**src/rtl/lp4200_adc_scanner.sv**
```systemverilog
// lp4200_adc_scanner
// SPI mode-0 master that round-robins channels 0..5 of an MCP3208-class
// 12-bit SAR ADC. Each 24-bit frame carries start/single-ended/channel on
// MOSI bits 5..9 and returns the conversion on MISO bits 12..23 (MSB first).
// Each conversion is published atomically into its own result register
// together with sample_valid/sample_ch, plus scan_done on channel 5.
//
// Handshake: there is no back-pressure. sample_valid is a single-cycle
// strobe meaning "the result register for sample_ch was written at the
// clock edge that began this cycle"; consumers must capture it in that cycle.
module lp4200_adc_scanner #(
    parameter int CLK_DIV = 4,   // clk cycles per SCLK half-period (>= 2)
    parameter int CS_IDLE = 8    // clk cycles CS stays high between frames (>= 1)
) (
    input  logic        clk,
    input  logic        rst_n,
    input  logic        enable,
    input  logic        adc_miso,
    output logic        adc_cs_n,
    output logic        adc_sclk,
    output logic        adc_mosi,
    output logic [11:0] micro_usb_voltage,
    output logic [11:0] jack_voltage,
    output logic [11:0] battery_voltage,
    output logic [11:0] battery_current,
    output logic [11:0] battery_temp,
    output logic [11:0] system_current,
    output logic        sample_valid,
    output logic [2:0]  sample_ch,
    output logic        scan_done,
    output logic        all_valid,
    output logic        busy,
    output logic [1:0]  dbg_state
);

    typedef enum logic [1:0] {
        S_IDLE  = 2'd0,
        S_SETUP = 2'd1,
        S_SHIFT = 2'd2,
        S_HOLD  = 2'd3
    } state_t;

    // One counter serves every state; it must reach a full SCLK bit or the
    // CS idle gap, whichever is longer.
    localparam int CNT_MAX = (2 * CLK_DIV > CS_IDLE) ? 2 * CLK_DIV : CS_IDLE;
    localparam int CNT_W   = $clog2(CNT_MAX);

    localparam logic [CNT_W-1:0] SETUP_LAST = CNT_W'(CLK_DIV - 1);
    localparam logic [CNT_W-1:0] HIGH_START = CNT_W'(CLK_DIV);
    localparam logic [CNT_W-1:0] BIT_LAST   = CNT_W'(2 * CLK_DIV - 1);
    localparam logic [CNT_W-1:0] HOLD_LAST  = CNT_W'(CS_IDLE - 1);

    state_t           state, state_d;
    logic [CNT_W-1:0] cnt, cnt_d;
    logic [4:0]       bit_idx, bit_d;
    logic [2:0]       ch, ch_d;
    logic [11:0]      shreg, shift_d;
    logic             upd;
    logic             mosi_d, sclk_d, cs_n_d;

    assign dbg_state = state;

    // FSM state register.
    always_ff @(posedge clk or negedge rst_n) begin
        if (!rst_n) begin
            state <= S_IDLE;
        end else begin
            state <= state_d;
        end
    end

    // Next-state, counters, receive shift and the next values of the pins.
    always_comb begin
        state_d = state;
        cnt_d   = cnt + 1'b1;
        bit_d   = bit_idx;
        ch_d    = ch;
        shift_d = shreg;
        upd     = 1'b0;
        unique case (state)
            S_IDLE: begin
                cnt_d = '0;
                if (enable) begin
                    state_d = S_SETUP;
                    ch_d    = 3'd0;
                end
            end
            S_SETUP: begin
                if (cnt == SETUP_LAST) begin
                    state_d = S_SHIFT;
                    cnt_d   = '0;
                    bit_d   = 5'd0;
                end
            end
            S_SHIFT: begin
                if (cnt == BIT_LAST) begin
                    cnt_d = '0;
                    // Only the last 12 bits carry the conversion result.
                    if (bit_idx >= 5'd12) begin
                        shift_d = {shreg[10:0], adc_miso};
                    end
                    if (bit_idx == 5'd23) begin
                        state_d = S_HOLD;
                        upd     = 1'b1;
                    end else begin
                        bit_d = bit_idx + 5'd1;
                    end
                end
            end
            S_HOLD: begin
                if (cnt == HOLD_LAST) begin
                    cnt_d = '0;
                    if (enable) begin
                        state_d = S_SETUP;
                        ch_d    = (ch == 3'd5) ? 3'd0 : ch + 3'd1;
                    end else begin
                        state_d = S_IDLE;
                    end
                end
            end
            default: begin
                state_d = S_IDLE;
                cnt_d   = '0;
            end
        endcase

        // MOSI is a pure function of the bit index, so it only moves at the
        // start of a low phase and is stable across every high phase.
        mosi_d = 1'b0;
        if (state_d == S_SHIFT) begin
            case (bit_d)
                5'd5, 5'd6: mosi_d = 1'b1;
                5'd7:       mosi_d = ch_d[2];
                5'd8:       mosi_d = ch_d[1];
                5'd9:       mosi_d = ch_d[0];
                default:    mosi_d = 1'b0;
            endcase
        end
        sclk_d = (state_d == S_SHIFT) && (cnt_d >= HIGH_START);
        cs_n_d = !((state_d == S_SETUP) || (state_d == S_SHIFT));
    end

    // Datapath registers and glitch-free registered SPI pins.
    always_ff @(posedge clk or negedge rst_n) begin
        if (!rst_n) begin
            cnt      <= '0;
            bit_idx  <= 5'd0;
            ch       <= 3'd0;
            shreg    <= 12'd0;
            adc_cs_n <= 1'b1;
            adc_sclk <= 1'b0;
            adc_mosi <= 1'b0;
            busy     <= 1'b0;
        end else begin
            cnt      <= cnt_d;
            bit_idx  <= bit_d;
            ch       <= ch_d;
            shreg    <= shift_d;
            adc_cs_n <= cs_n_d;
            adc_sclk <= sclk_d;
            adc_mosi <= mosi_d;
            busy     <= (state_d != S_IDLE);
        end
    end

    // Result registers and strobes; written only on the frame-complete edge.
    always_ff @(posedge clk or negedge rst_n) begin
        if (!rst_n) begin
            micro_usb_voltage <= 12'd0;
            jack_voltage      <= 12'd0;
            battery_voltage   <= 12'd0;
            battery_current   <= 12'd0;
            battery_temp      <= 12'd0;
            system_current    <= 12'd0;
            sample_valid      <= 1'b0;
            sample_ch         <= 3'd0;
            scan_done         <= 1'b0;
            all_valid         <= 1'b0;
        end else begin
            sample_valid <= upd;
            scan_done    <= upd && (ch == 3'd5);
            if (upd) begin
                sample_ch <= ch;
                if (ch == 3'd5) begin
                    all_valid <= 1'b1;
                end
                case (ch)
                    3'd0:    micro_usb_voltage <= shift_d;
                    3'd1:    jack_voltage      <= shift_d;
                    3'd2:    battery_voltage   <= shift_d;
                    3'd3:    battery_current   <= shift_d;
                    3'd4:    battery_temp      <= shift_d;
                    3'd5:    system_current    <= shift_d;
                    default: ;
                endcase
            end
        end
    end

endmodule

```
**config.mk**
```make
export PLATFORM = sky130hd
export DESIGN_NAME = lp4200_adc_scanner
export DESIGN_NICKNAME = d
export VERILOG_FILES = /design/src/rtl/lp4200_adc_scanner.sv
export SDC_FILE = /design/constraint.sdc
export NUM_CORES = 1
export LEC_CHECK = 0
export CORE_AREA = 2 2 73 145
export CTS_CLUSTER_DIAMETER = 80
export DETAILED_ROUTE_END_ITERATION = 12
export DIE_AREA = 0 0 75 147
export PLACE_DENSITY = 0.73
export SETUP_SLACK_MARGIN = 0.2
export SYNTH_ARGS = -nofsm -noshare
export SYNTH_HDL_FRONTEND = slang
export SYNTH_SLANG_ARGS = --single-unit
export TNS_END_PERCENT = 50
```
**constraint.sdc**
```tcl
create_clock -name clk -period 2.15 [get_ports clk]
set_input_delay 0.3225 -clock clk [delete_from_list [all_inputs] [get_ports clk]]
set_output_delay 0.3225 -clock clk [all_outputs]
set_load 0.005 [all_outputs]
```
==> out/metrics.cfg, run 1 <==
[outcome]
status = completed

[synth]
async_flop_share_pct = 100
synthTopCellsByCount = dfrtp_1 (106), nand2_1 (55), nor2_1 (48), a21oi_1 (34), o21ai_0 (33)
yosys.area.top_type_share_pct = 59.6
synth_ff_type = dfrtp_1
synth.cell_area_sq_um = 4450
synth_cell_types = 46
syn-num-nets = 436
yosysMostFrequentCell = dfrtp_1
yosysTopAreaCell = dfrtp_1
synth_edf_count = 0
syn_inst = 418
synth_area_leaders = dfrtp_1 (60%), nand2_1 (4.6%), nor2_1 (4.0%)
ys_ff_latch = 107
synth_warnings = 0
avgSynthCellArea_sq_um = 10.7
yosysSeqAreaShare_pct = 60.2

[global_route]
grt_pass1_wl_microns = 15500
grt_pass1_vias = 3218
grt_max_degree = 50
grt.overflow.total = 0
track_usage_pct = 18.1
antenna_found_initial = 0

[run]
max-cap-violations = 0

[cells_and_area]
seq_area_sq_um = 2680
drive_above_1_share_pct = 20.9
multi_input_area_sq_um = 1790
finalNetCount = 560
n_fill_cell = 767
n_antenna_cell = 0
area_growth_pct = 44.8

[placement]
place_congestion = 0.794
post-place-ws_ns = 0.00243
hpwl_microns = 6440
port_buffers = 87

[setup_path]
crit_fanout = 6
worstSetupPathType = reg2reg
cp-end-kind = flop
critPathArrivalTime_ns = 2.26
critPathLaunchType = flop
worst_ep_required_time_ns = 2.39

[sta]
fmax_ghz = 0.495
whs_ns = 0.469
slew_headroom_pct = 65.5
final_hold_viol_count = 0
finalSetupViolCount = 0
fin_crit_ns = 2.02
tns_ns = 0
setup_slack_ns = 0.128
finalMaxSlewViolations = 0
rsz0062_at_grt = yes
worst_pin_slew_ns = 0.518
finClkSkew_ns = 0.00654
fin_crit_sh_pct = 94.0

[floorplan]
die_height_microns = 147
row_count = 52
core_area_sq_um = 9950
ios = 88
fp.dieW_microns = 75
start_util_pct = 44.7
fp.dieArea_sq_um = 11000

[pwr]
total_power_mw = 3.75
leakagePower_nw = 2.89
irDropWorstVdd_uv = 506
switching_share_pct = 20.1
power.switching_mw = 0.751
pwr-share-comb_pct = 1.4
intPower_mw = 2.99
pwr-share-seq_pct = 53.7
clkPwrFrac_pct = 44.9
power_density_nw_per_um2 = 581

[clock_network]
clock_latency_ns = 0.34
htree_levels = 3
cts_buffers = 9
cts_sinks = 107
path_clk_slew_ns = 0.07
tritoncts = yes
clockBufferDepth = 2
cts-root-buf = clkbuf_16

[drt]
routedWlPerCell_microns = 15.1
vias_per_cell = 5.06
routed_wl_microns = 10300
first_pass_iters = 4
drt-initial-drc-count = 244
ant_nets = 0
drc_errors = 0
num_vias = 3443

[worst_hold_path]
min_path_type = reg2reg

power groups by stage:
stage | logic, mW | clock network, mW | registers, mW
floorplan | 0.0000880 | 0 | 2.05
global placement | 0.0514 | 0 | 2.05
detailed placement | 0.0518 | 0 | 2.05
CTS | 0.0530 | 1.71 | 2.01
global route | 0.0597 | 1.80 | 2.01
finish | 0.0507 | 1.68 | 2.01
stage by stage:
stage | utilization [%] | instances | area, sq um
floorplan | - | 418 | 4540
global placement | 57.1 | 644 | 5680
detailed placement | 57.1 | 644 | 5680
CTS | 61.7 | 669 | 6140
global route | 64.8 | 681 | 6450
finish | 64.8 | 681 | 6450
state kept, by name, summed over array words and instances (netlist names), 2 cells and up:
| name | count |
|---|---|
| shreg | 12 |
| cnt | 3 |
| jack_voltage | 12 |
| sample_ch | 3 |
| battery_voltage | 12 |
| system_current | 12 |
| ch | 3 |
| bit_idx | 5 |
| micro_usb_voltage | 12 |
| dbg_state | 2 |
| battery_temp | 12 |
| battery_current | 12 |
layout make-up:
type | count | area share (%)
clock buffer | 11 | 3.92
clock inverter | 4 | 0.892
timing repair buffer | 136 | 21.8
tap | 135 | 2.62
multi-input combinational | 262 | 27.7
inverter | 26 | 1.51
sequential | 107 | 41.6
worst paths after layout:
path	endpoint	cells after the start	from	slack [ns]
max in group asynchronous	battery_current[6]	3	rst_n	0.97
min in group asynchronous	ch[1]	2	rst_n	0.50
worst min-delay path	all_valid	1	all_valid	0.47
worst max-delay path	adc_mosi	8	dbg_state[1]	0.13
worst max register to register	adc_mosi	8	dbg_state[1]	0.13
worst min register to register	all_valid	1	all_valid	0.47
layout by cell type (no fill, tap or decap), drive strengths merged, types with 2 or more instances in the layout:
master | synthesis | final
dfrtp | 106 | 106
mux2i | 14 | 14
a21oi | 42 | 42
nand2 | 55 | 55
nor2b | 4 | 4
inv | 26 | 28
nor4b | 2 | 2
clkdlybuf4s50 | 0 | 86
nand2b | 3 | 3
o211ai | 2 | 2
a22o | 2 | 2
ha | 14 | 14
nor2 | 49 | 49
clkbuf | 8 | 16
o21a | 2 | 2
and2 | 3 | 3
buf | 15 | 44
nand3 | 5 | 5
o21ai | 45 | 45
a211o | 2 | 2
cells by family (layout without fill, tap and decap cells):
family	after synthesis	in the layout	synth area share (%)
AND/OR/NAND/NOR	132	132	14.0
multiplexers	15	15	3.40
adder cells (fa/ha/maj)	14	14	3.93
AO/OA/AOI/OAI	100	100	13.1
buffers and inverters	49	177	5.20
XOR/XNOR	1	1	0.197
flip-flops	107	107	60.2
critical path, stage by stage, from the launching register on:
cell and delay, ns:
dfrtp_2 0.40, inv_2 0.07, ha_4 0.31, nand2_4 0.08, nor4b_4 0.27, a211o_1 0.18
nor2_1 0.05, or3_1 0.32, a221oi_2 0.24
routing by layer:
metal / wire (microns) / global-route usage, % / vias to the layer above
li1: - / - / 1645
met1: 4550 / 27.2 / 1670
met2: 5050 / 26.2 / 120
met3: 568 / 3.84 / 8
met4: 121 / 5.80 / 0
met5: 0 / 0 / -
repair_timing:
| action | in CTS | in global routing |
|---|---|---|
| hold buffers | 1 | 0 |
| setup buffers | 9 | 7 |
| resized for setup | 17 | 25 |
| setup endpoints to repair | 70 | 72 |
| gates cloned | 0 | 5 |
| pin swaps | 7 | 5 |
| endpoints found under the hold margin | 34 | 0 |
(Power assumes the default switching activity.)
==> run 2, diff against run 1 <==
CORE_AREA = 3 3 74 146   (was 2 2 73 145)
DIE_AREA = 0 0 77 149   (was 0 0 75 147)
HOLD_SLACK_MARGIN = 0.12   (was default)
==> out/metrics.cfg, run 2 (synthesis gave the netlist of run 1 again) <==
[clock_network]
tritoncts = yes  ; unchanged
clockBufferDepth = 2  ; unchanged
cts-root-buf = clkbuf_16  ; unchanged
htree_levels = 3  ; unchanged
clock_latency_ns = 0.35  ; was 0.34 ns
cts_buffers = 9  ; unchanged
cts_sinks = 107  ; unchanged
path_clk_slew_ns = 0.07  ; about the same

[floorplan]
start_util_pct = 45.6  ; was 44.7%
fp.dieW_microns = 77  ; was 75 microns
row_count = 51  ; was 52
core_area_sq_um = 9760  ; was 9950 sq um
die_height_microns = 149  ; was 147 microns
ios = 88  ; unchanged
fp.dieArea_sq_um = 11500  ; was 11000 sq um

[cells_and_area]
final_common_cell = dfrtp_1  ; unchanged
finalNetCount = 574  ; was 560
area_growth_pct = 49.8  ; was 44.8%
layout_common_cells = dfrtp_1 (105), clkdlybuf4s50_1 (86), buf_4 (45), nand2_1 (42), nor2_1 (40)  ; was dfrtp_1 (105), clkdlybuf4s50_1 (86), nand2_1 (52), nor2_1 (47), buf_4 (36)
design_area_sq_um = 6670  ; was 6450 sq um
seq_area_sq_um = 2680  ; unchanged
n_antenna_cell = 0  ; unchanged
drive_above_1_share_pct = 28.5  ; was 20.9%
final_util_pct = 68.3  ; was 64.8%
fin_cells = 693  ; was 681
n_fill_cell = 752  ; was 767
multi_input_area_sq_um = 1910  ; was 1790 sq um

[global_route]
grt_max_degree = 45  ; was 50
track_usage_pct = 21.5  ; was 18.1%
grt_pass1_vias = 3636  ; was 3218
antenna_found_initial = 0  ; unchanged
grt.overflow.total = 0  ; unchanged
grt_pass1_wl_microns = 18800  ; was 15500 microns

[sta]
fin_crit_ns = 2.06  ; was 2.02 ns
finalSetupViolCount = 0  ; unchanged
fin_crit_sh_pct = 95.6  ; was 94.0%
worst_pin_slew_ns = 0.401  ; was 0.518 ns
fmax_ghz = 0.486  ; was 0.495 GHz
final_hold_viol_count = 0  ; unchanged
finClkSkew_ns = 0.00832  ; was 0.00654 ns
finalMaxSlewViolations = 0  ; unchanged
slew_headroom_pct = 73.3  ; was 65.5%
rsz0062_at_grt = yes  ; unchanged

[pwr]
irDropWorstVdd_uv = 628  ; was 506 uV
power_density_nw_per_um2 = 550  ; was 581 nW/um^2
leakagePower_nw = 2.98  ; was 2.89 nW

[placement]
port_buffers = 87  ; unchanged
placed_cell_area_sq_um = 5720  ; was 5680 sq um
place_congestion = 0.824  ; was 0.794
dp.cells = 648  ; was 644
hpwl_microns = 8520  ; was 6440 microns

[setup_path]
cpLargestDelayFamily = compound AO/OA/AOI/OAI gates  ; was simple AND/OR/NAND/NOR gates
r2r_end = adc_mosi  ; unchanged
critPathArrivalTime_ns = 2.31  ; was 2.26 ns
worstPathCellList = ha_4, ha_4, buf_6, nand2_2, inv_1, o21ai_0, o211a_4, ha_4, o211ai_1, a221oi_2  ; was inv_2, ha_4, nand2_4, nor4b_4, a211o_1, nor2_1, or3_1, a221oi_2
worst_ep_required_time_ns = 2.40  ; was 2.39 ns
worstSetupPathType = reg2reg  ; unchanged
slowest_delay_ns = 0.42  ; was 0.40 ns
rr_startpoint = cnt[0]  ; was dbg_state[1]
path_common_cell = ha_4
critPathLaunchType = flop  ; unchanged
critPathCapture = adc_mosi  ; unchanged
rr_worst_depth = 10  ; was 8
cp_num_cells = 10  ; was 8
critPathBufInv = 2  ; was 1
crit_fanout = 6  ; unchanged
crit_start = cnt[0]  ; was dbg_state[1]
cp_slowest_cell = dfrtp_1  ; was dfrtp_2
cp-end-kind = flop  ; unchanged
ff2ff_setup_slack_ns = 0.09  ; was 0.13 ns

[drt]
wl_met1_microns = 4420  ; was 4550 microns
topRoutingLayerUsed = met4  ; unchanged
wl_met2_microns = 7300  ; was 5050 microns
route.met3.wl_microns = 336  ; was 568 microns
drc_errors = 0  ; unchanged
vias_per_cell = 5.07  ; was 5.06
num_vias = 3515  ; was 3443
drt-initial-drc-count = 104  ; was 244
routed_wl_microns = 12600  ; was 10300 microns
routedWlPerCell_microns = 18.1  ; was 15.1 microns
first_pass_iters = 4  ; unchanged
ant_nets = 0  ; unchanged

[outcome]
status = completed  ; unchanged

[run]
max-cap-violations = 0  ; unchanged

[worst_hold_path]
min_path_type = in2async  ; was reg2reg

run 2: report_power, final:
group	leakage [nW]	internal [mW]	switching [mW]
registers	1.42	2.01	0
logic	1.43	0.0118	0.0417
clock network	0.136	0.900	0.707
run 2: timing repair:
action	in CTS	in global routing
endpoints found under the setup margin	80	51
gates resized for setup	26	59
hold buffers	1	0
cloned	2	5
pin swaps	14	29
buffers inserted	13	8
hold endpoints to repair	23	0
run 2: cell type report:
cell class | instances | area share [%]
multi-input combinational | 262 | 28.7
tap | 132 | 2.48
timing repair buffer | 150 | 22.9
clock inverter | 5 | 0.825
inverter | 26 | 1.46
clock buffer | 11 | 3.49
sequential | 107 | 40.2
run 2: metrics by stage:
step	power (mW)	setup TNS, ns	setup slack, ns	hold slack (ns)
2_1_floorplan	2.05	0	0.191	0.0269
3_3_place_gp	2.10	0	0.0779	0.254
3_5_place_dp	2.10	0	0.00128	0.262
4_1_cts	3.71	0	0.156	0.433
5_1_grt	3.79	-0.00206	-0.00206	0.449
6_report	3.67	0	0.0938	0.428
run 2: worst min path at each step:
stage,slack (ns),cells past startpoint,from,to
6_report,0.43,2,rst_n,battery_temp[4]
5_1_grt,0.45,2,rst_n,battery_temp[4]
4_1_cts,0.43,2,rst_n,adc_sclk
3_5_place_dp,0.26,1,rst_n,cnt[2]
3_3_place_gp,0.25,1,rst_n,busy
2_1_floorplan,0.03,0,rst_n,adc_mosi
run 2: routing by layer:
metal  global-route usage (%)  vias up
met3                     3.39       36
li1                         -     1657
met4                     11.1        0
met2                     42.1       92
met1                     21.0     1730
met5                        0        -
run 2: worst register-to-register path, cell delays in order (launching register included):
cell and delay [ns]:
dfrtp_1 0.42, ha_4 0.20, ha_4 0.20, buf_6 0.15
nand2_2 0.08, inv_1 0.05, o21ai_0 0.22, o211a_4 0.21
ha_4 0.14, o211ai_1 0.12, a221oi_2 0.19
